`src/rtl/complemento_a2_if.sv`:
```
// Operand/result bus of the two's-complement operand conditioner.
interface complemento_a2_if #(
  parameter int unsigned WIDTH = 4
);
  logic             sumar;
  logic             restar;
  logic [WIDTH-1:0] B;
  logic [WIDTH-1:0] S;
  logic             valid;
  logic             ovf;
  logic             err;

  // Producer of operations: drives selects and operand, observes the result.
  modport master (
    output sumar, restar, B,
    input  S, valid, ovf, err
  );

  // Conditioner side: consumes selects and operand, drives the result.
  modport slave (
    input  sumar, restar, B,
    output S, valid, ovf, err
  );
endinterface

```
`src/rtl/complemento_a2.sv`:
```
// Registered operand conditioner: passes B (add) or its two's complement
// (subtract) to S one cycle later, flagging illegal selects and the
// non-negatable most-negative value.
module complemento_a2 #(
  parameter int unsigned WIDTH = 4
) (
  input  logic       clk,
  input  logic       reset,
  complemento_a2_if.slave bus
);
  localparam logic [WIDTH-1:0] MOST_NEG = {1'b1, {(WIDTH-1){1'b0}}};

  logic [WIDTH-1:0] r_s;
  logic             r_valid;
  logic             r_ovf;
  logic             r_err;

  logic [WIDTH-1:0] w_neg;
  logic             w_is_min;

  // Negation as invert-plus-one; carry out of the increment is dropped.
  always_comb begin
    w_neg    = WIDTH'(~bus.B + WIDTH'(1));
    w_is_min = (bus.B == MOST_NEG);
  end

  // Select decode and result registers; reset wins over any operation.
  always_ff @(posedge clk) begin
    if (reset) begin
      r_s     <= '0;
      r_valid <= 1'b0;
      r_ovf   <= 1'b0;
      r_err   <= 1'b0;
    end else begin
      r_valid <= 1'b0;
      r_ovf   <= 1'b0;
      r_err   <= 1'b0;
      unique case ({bus.sumar, bus.restar})
        2'b10: begin
          r_s     <= bus.B;
          r_valid <= 1'b1;
        end
        2'b01: begin
          r_s     <= w_neg;
          r_valid <= 1'b1;
          r_ovf   <= w_is_min;
        end
        2'b11: r_err <= 1'b1;
        default: ;
      endcase
    end
  end

  assign bus.S     = r_s;
  assign bus.valid = r_valid;
  assign bus.ovf   = r_ovf;
  assign bus.err   = r_err;
endmodule

```
`src/flat_wrapper.sv`:
```
// flat-port wrapper written by rule: the top's interface ports become plain ports
module complemento_a2_flat 
#(
  parameter int unsigned WIDTH = 4
)
  (clk, reset, bus_sumar, bus_restar, bus_B, bus_S, bus_valid, bus_ovf, bus_err);
  complemento_a2_if #(.WIDTH(WIDTH)) bus_i ();
  input  logic clk;
  input  logic reset;
  input wire logic [$bits(bus_i.sumar)-1:0] bus_sumar;
  input wire logic [$bits(bus_i.restar)-1:0] bus_restar;
  input wire logic [$bits(bus_i.B)-1:0] bus_B;
  output wire logic [$bits(bus_i.S)-1:0] bus_S;
  output wire logic [$bits(bus_i.valid)-1:0] bus_valid;
  output wire logic [$bits(bus_i.ovf)-1:0] bus_ovf;
  output wire logic [$bits(bus_i.err)-1:0] bus_err;
  assign bus_i.sumar = bus_sumar;
  assign bus_i.restar = bus_restar;
  assign bus_i.B = bus_B;
  assign bus_S = bus_i.S;
  assign bus_valid = bus_i.valid;
  assign bus_ovf = bus_i.ovf;
  assign bus_err = bus_i.err;
  complemento_a2 #(.WIDTH(WIDTH)) u_core (.clk(clk), .reset(reset), .bus(bus_i));
endmodule
```
`config.mk`:
```
export PLATFORM = sky130hd
export DESIGN_NAME = complemento_a2_flat
export DESIGN_NICKNAME = d
export VERILOG_FILES = /design/src/rtl/complemento_a2_if.sv /design/src/rtl/complemento_a2.sv /design/src/flat_wrapper.sv
export SDC_FILE = /design/constraint.sdc
export NUM_CORES = 1
export LEC_CHECK = 0
export CAP_MARGIN = 0
export CORE_AREA = 2 2 39 41
export CTS_CLUSTER_DIAMETER = 200
export DETAILED_ROUTE_END_ITERATION = 8
export DIE_AREA = 0 0 41 43
export PLACE_DENSITY_LB_ADDON = 0.05
export SLEW_MARGIN = 20
export SYNTH_ARGS = -nofsm -noshare
export SYNTH_HDL_FRONTEND = slang
export SYNTH_SLANG_ARGS = --single-unit
```
`constraint.sdc`:
```
create_clock -name clk -period 1.3 [get_ports clk]
set_clock_uncertainty 0.1 [all_clocks]
set_input_delay 0.13 -clock clk [delete_from_list [all_inputs] [get_ports clk]]
set_output_delay 0.13 -clock clk [all_outputs]
set_load 0.05 [all_outputs]
```
==> Word-level counts from Yosys, hierarchy flattened <==
Index checks and enable logic that the tools add are counted.
{ "classes": {"addsub": 1, "n_eq_ne": 4, "mux": 3, "bitwise_logic": 2, "n_reduce_logical": 3} }
{ "op_table": {"columns": ["operator", "n"], "rows": [
  ["$pmux 4 s2", 1],
  ["$add 4x1->4 const B", 1],
  ["$eq 2x2->1 const B", 2],
  ["$eq 4x4->1 const B", 1],
  ["$not 4->4", 1],
  ["$reduce_or 2->1", 2],
  ["$eq 2x1->1 const B", 1],
  ["$mux 1", 2],
  ["$reduce_bool 2->1", 1],
  ["$not 1->1", 1]
]} }
{ "totals": {"reg_bits": 7, "input_bits": 8, "out_inout_bits": 7, "elab_cells": 17} }

==> Longest topological paths before layout <==
{ "depth": {"word_depth": 3, "mapped_depth": 5, "ltp_nobuf": 5} }

==> Worst setup path after synthesis <==
No wires, ideal clock.
{ "synth_timing": {"path_kind": "register to register", "startpoint": "reg u_core.bus.S[2] (netlist name)", "endpoint": "reg u_core.r_s[2] (netlist: u_core.bus.S[2])", "setup_ns": 0.058, "arrival_ns": 0.937, "required_ns": 1.142, "path_slack_ns": 0.206, "path_stages_with_launch": 4, "path_buffers": 0, "period_less_slack_ns": 1.094, "path_cell_list": "dfxtp_1 inv_1 a21oi_1 o21a_1"} }
{ "synth_rtl": {"columns": ["item", "line", "text"], "rows": [
  ["to (signal assigned)", "complemento_a2.sv:40", "r_s <= bus.B;"],
  ["to (signal assigned)", "complemento_a2.sv:44", "r_s <= w_neg;"],
  ["to (decl)", "complemento_a2.sv:13", "logic [WIDTH-1:0] r_s;"]
]} }

==> Worst setup path in the final report <==
{ "layout_timing": {"startpoint": "in bus_sumar", "endpoint": "reg u_core.r_s[1] (netlist: u_core.bus.S[1])"} }
{ "layout_via": {"elab_chain_len": 2, "elab_cells_between_ends": 4, "classes_between": "2 x eq/ne; 1 x mux; 1 x reduce/logical"} }
{ "layout_lines": {"columns": ["item", "line", "text"], "rows": [
  ["from (decl)", "flat_wrapper.sv:10", "input wire logic [$bits(bus_i.sumar)-1:0] bus_sumar;"],
  ["$eq 2x1->1 / $eq 2x2->1 (equally long branches)", "complemento_a2.sv:38", "unique case ({bus.sumar, bus.restar})"],
  ["$pmux 4 s2 / $reduce_bool 2->1 (equally long branches)", null, null]
]} }
Several ways; a longest one is shown, not always the timed one.
A chain may end at the register's enable or synchronous reset.

==> impl_metrics.py <==
metrics = {
    "drt": {
        "firstDrtPassIters": 1,
        "vias": 296,
        "wl_per_cell_um": 9.958,
        "remaining_drc_errors": 0,
        "wl_um": 717,
        "vias_per_cell": 4.111,
        "drt-initial-drc-count": 0,
        "ant_nets": 0,
    },
    "cts": {
        "cts_hold_buf": 0,
        "cts_num_sinks": 7,
        "clk_pin_slew_worst_paths_ps": 60,
        "htree_levels": 1,
        "cts_tree": "built",
        "cts_buffer_depth": 2,
        "cts-root-buf": "clkbuf_4",
        "insertion_delay_ps": 250,
        "postCtsSetupBuffers": 0,
        "cts_buffers": 3,
    },
    "power_and_ir_drop": {
        "design_power_total_uw": 665.5,
        "p_int_uw": 465.6,
        "power_frac_comb_pct": 32.7,
        "p_switching_uw": 199.8,
        "leakage_nw": 0.2896,
        "p_seq_share_pct": 36.9,
        "clkPwrFrac_pct": 30.3,
        "p_per_area_mw_per_mm2": 1051,
        "ir_drop_mv": 0.4627,
        "switching_share_pct": 30.03,
    },
    "logic_synthesis": {
        "syn-cell-area_um2": 324.1,
        "synth_seq_cells": 7,
        "ys_top_cells_by_area": "dfxtp_1 43%, ha_1 12%, mux2i_1 6.2%, inv_1 5.8%, xnor2_1 5.4%",
        "synthCells": 33,
        "synth_most_common_cell": "dfxtp_1",
        "synthesis.nets": 44,
        "yosys-top-cells-count": "7 x dfxtp_1, 5 x inv_1, 4 x nor2_1, 3 x ha_1",
        "synth_area_per_cell_um2": 9.820,
        "async_flop_share_pct": 0,
        "synth-main-ff-cell": "dfxtp_1",
        "yosysSeqAreaShare_pct": 43.24,
        "synth_top_area_share_pct": 43.24,
        "synth_warnings": 0,
        "synth_edf_count": 0,
        "yosys.area.top_type": "dfxtp_1",
        "yosysUniqueCellTypes": 14,
    },
    "floorplan": {
        "fp.dieArea_mm2": 0.001763,
        "die_w_um": 41,
        "coreArea_mm2": 0.001384,
        "core.rowCount": 14,
        "initial_core_util_pct": 23.42,
        "die_height_um": 43,
        "io_pins": 15,
    },
    "sta": {
        "finalHoldViolCount": 0,
        "slew_headroom_pct": 86.73,
        "fmax_ghz": 0.8008,
        "tightest_slew_ps": 197.9,
        "period_needed_ps": 1249,
        "maxSlewViolCount": 0,
        "rsz0062_at_grt": "no",
        "finalSetupTns_ps": 0,
        "min_period_over_period_pct": 96.06,
        "setup_viol": 0,
    },
    "global_routing": {
        "first_global_vias": 285,
        "grt_antenna_before_repair": 0,
        "grt_pass1_wl_um": 1200,
        "grt_use_total_pct": 10.97,
        "overflow": 0,
        "grt_max_degree": 8,
    },
    "critical_path": {
        "critical_path_arrival_ps": 1300,
        "cpPeakStageDelay_ps": 450,
        "cp_max_fo": 2,
        "cp_slowest_cell": "clkdlybuf4s50_1",
        "cp_cell_sequence": "clkdlybuf4s50_1, inv_2, ha_4, mux2_2, mux2i_1, nor2_1",
        "worstSetupPathType": "primary input to flip-flop",
        "cp-startpoint": "bus_sumar",
        "end_kind": "flip-flop",
        "worstSetupStartpointType": "primary input",
        "worstPathRequired_ps": 1350,
        "regToRegStartpoint": "u_core.bus.S[3]",
    },
    "finish": {
        "nets": 68,
        "stdcell_area_um2": 633.1,
        "drive_above_1_share_pct": 35.71,
        "diodes": 0,
        "utilization_pct": 45.75,
        "syn2layout_area_growth_pct": 95.37,
    },
    "placement": {
        "portBuffers": 14,
        "hpwl_um": 607.2,
        "place_area_um2": 594.3,
        "gp_congestion": 0.7322,
    },
    "min_path": {
        "hp-class": "primary input to flip-flop",
        "holdCritStartpoint": "bus_restar",
    },
    "run_status": {
        "status": "complete, no violations",
    },
    "job": {
        "cap_violations": 0,
    },
}
metrics by stage:
stage	worst slack, ps	hold WS [ps]	cells
global route	3.593	247.0	72
CTS	5.023	274.1	72
detailed placement	-324.5	449.4	68
finish	51.27	237.6	72
global placement	-263.4	443.5	68
floorplan	205.8	96.69	33
placed cells by master, fill, tap and decap left out:
cell             Yosys  layout
nor2b_1              1       1
mux2i_1              2       2
dlymetal6s2s_1       0       1
ha_1                 3       2
a21oi_1              2       2
buf_4                0       6
and4_1               1       1
buf_12               0       7
xnor2_1              2       2
mux2_2               1       1
ha_4                 0       1
o31ai_2              1       1
nand2b_1             1       1
inv_1                5       4
dfxtp_1              7       7
clkbuf_4             0       3
clkbuf_1             0       1
o21a_1               2       2
clkdlybuf4s50_1      0       4
inv_2                0       1
nor2_1               4       4
dlygate4sd2_1        0       2
cells by family (layout without fill, tap and decap cells):
kind of cell	Yosys count	in the layout	share of synthesized area (%)
muxes	3	3	9.653
buffers and inverters	6	29	7.335
and+or+nand+nor	7	7	11.20
AOI/OAI and AO/OA	5	5	11.58
DFF	7	7	43.24
adders and majority gates	3	3	11.58
xor gates and xnor gates	2	2	5.406
critical path: cells and delay by family:
family,cells,cell delay [ps]
adder cells (fa/ha/maj),1,120
multiplexers,2,460
AND/OR/NAND/NOR,1,50
buffers and inverters,2,530
sequential cells by signal, summed over array words and instances, names as in the netlist:
| register | cells |
|---|---|
| u_core.bus.S | 4 |
| u_core.bus.err | 1 |
| u_core.bus.ovf | 1 |
| u_core.bus.valid | 1 |
power by group through the flow:
stage          clock network (mW)  logic [mW]  registers [mW]
4_1_cts                     0.215       0.216           0.246
6_report                    0.202       0.218           0.246
2_1_floorplan                   0      0.0470           0.297
5_1_grt                     0.231       0.231           0.247
3_5_place_dp                    0       0.216           0.251
3_3_place_gp                    0       0.213           0.250
final cells by class:
class | count | area (um^2)
flip-flops and latches | 7 | 140.1
repair buffers | 20 | 255.2
inverters | 5 | 18.77
fillers | 136 | 750.7
clock buffers | 4 | 26.28
well taps | 16 | 20.02
multi-input cells | 20 | 172.7
layer usage:
metal,vias up,part of all wire (%),track usage [%]
li1,153,-,-
met1,133,37,11.33
met2,8,54,15.31
met3,2,6.6,5.236
met4,0,1.4,10.00
met5,-,0,0
timing repair:
| action | CTS | global route |
|---|---|---|
| gates resized for setup | 3 | 3 |
| gates cloned | 0 | 0 |
| setup endpoints to repair | 2 | 3 |
worst paths after layout:
kind / endpoint / depth (start not counted) / slack (ps)
max: u_core.bus.S[1] / 6 / 50
min: u_core.bus.valid / 3 / 240
max reg2reg: u_core.bus.S[3] / 3 / 460
min reg2reg: u_core.bus.S[0] / 2 / 460
Power figures use the tool's default switching activity.
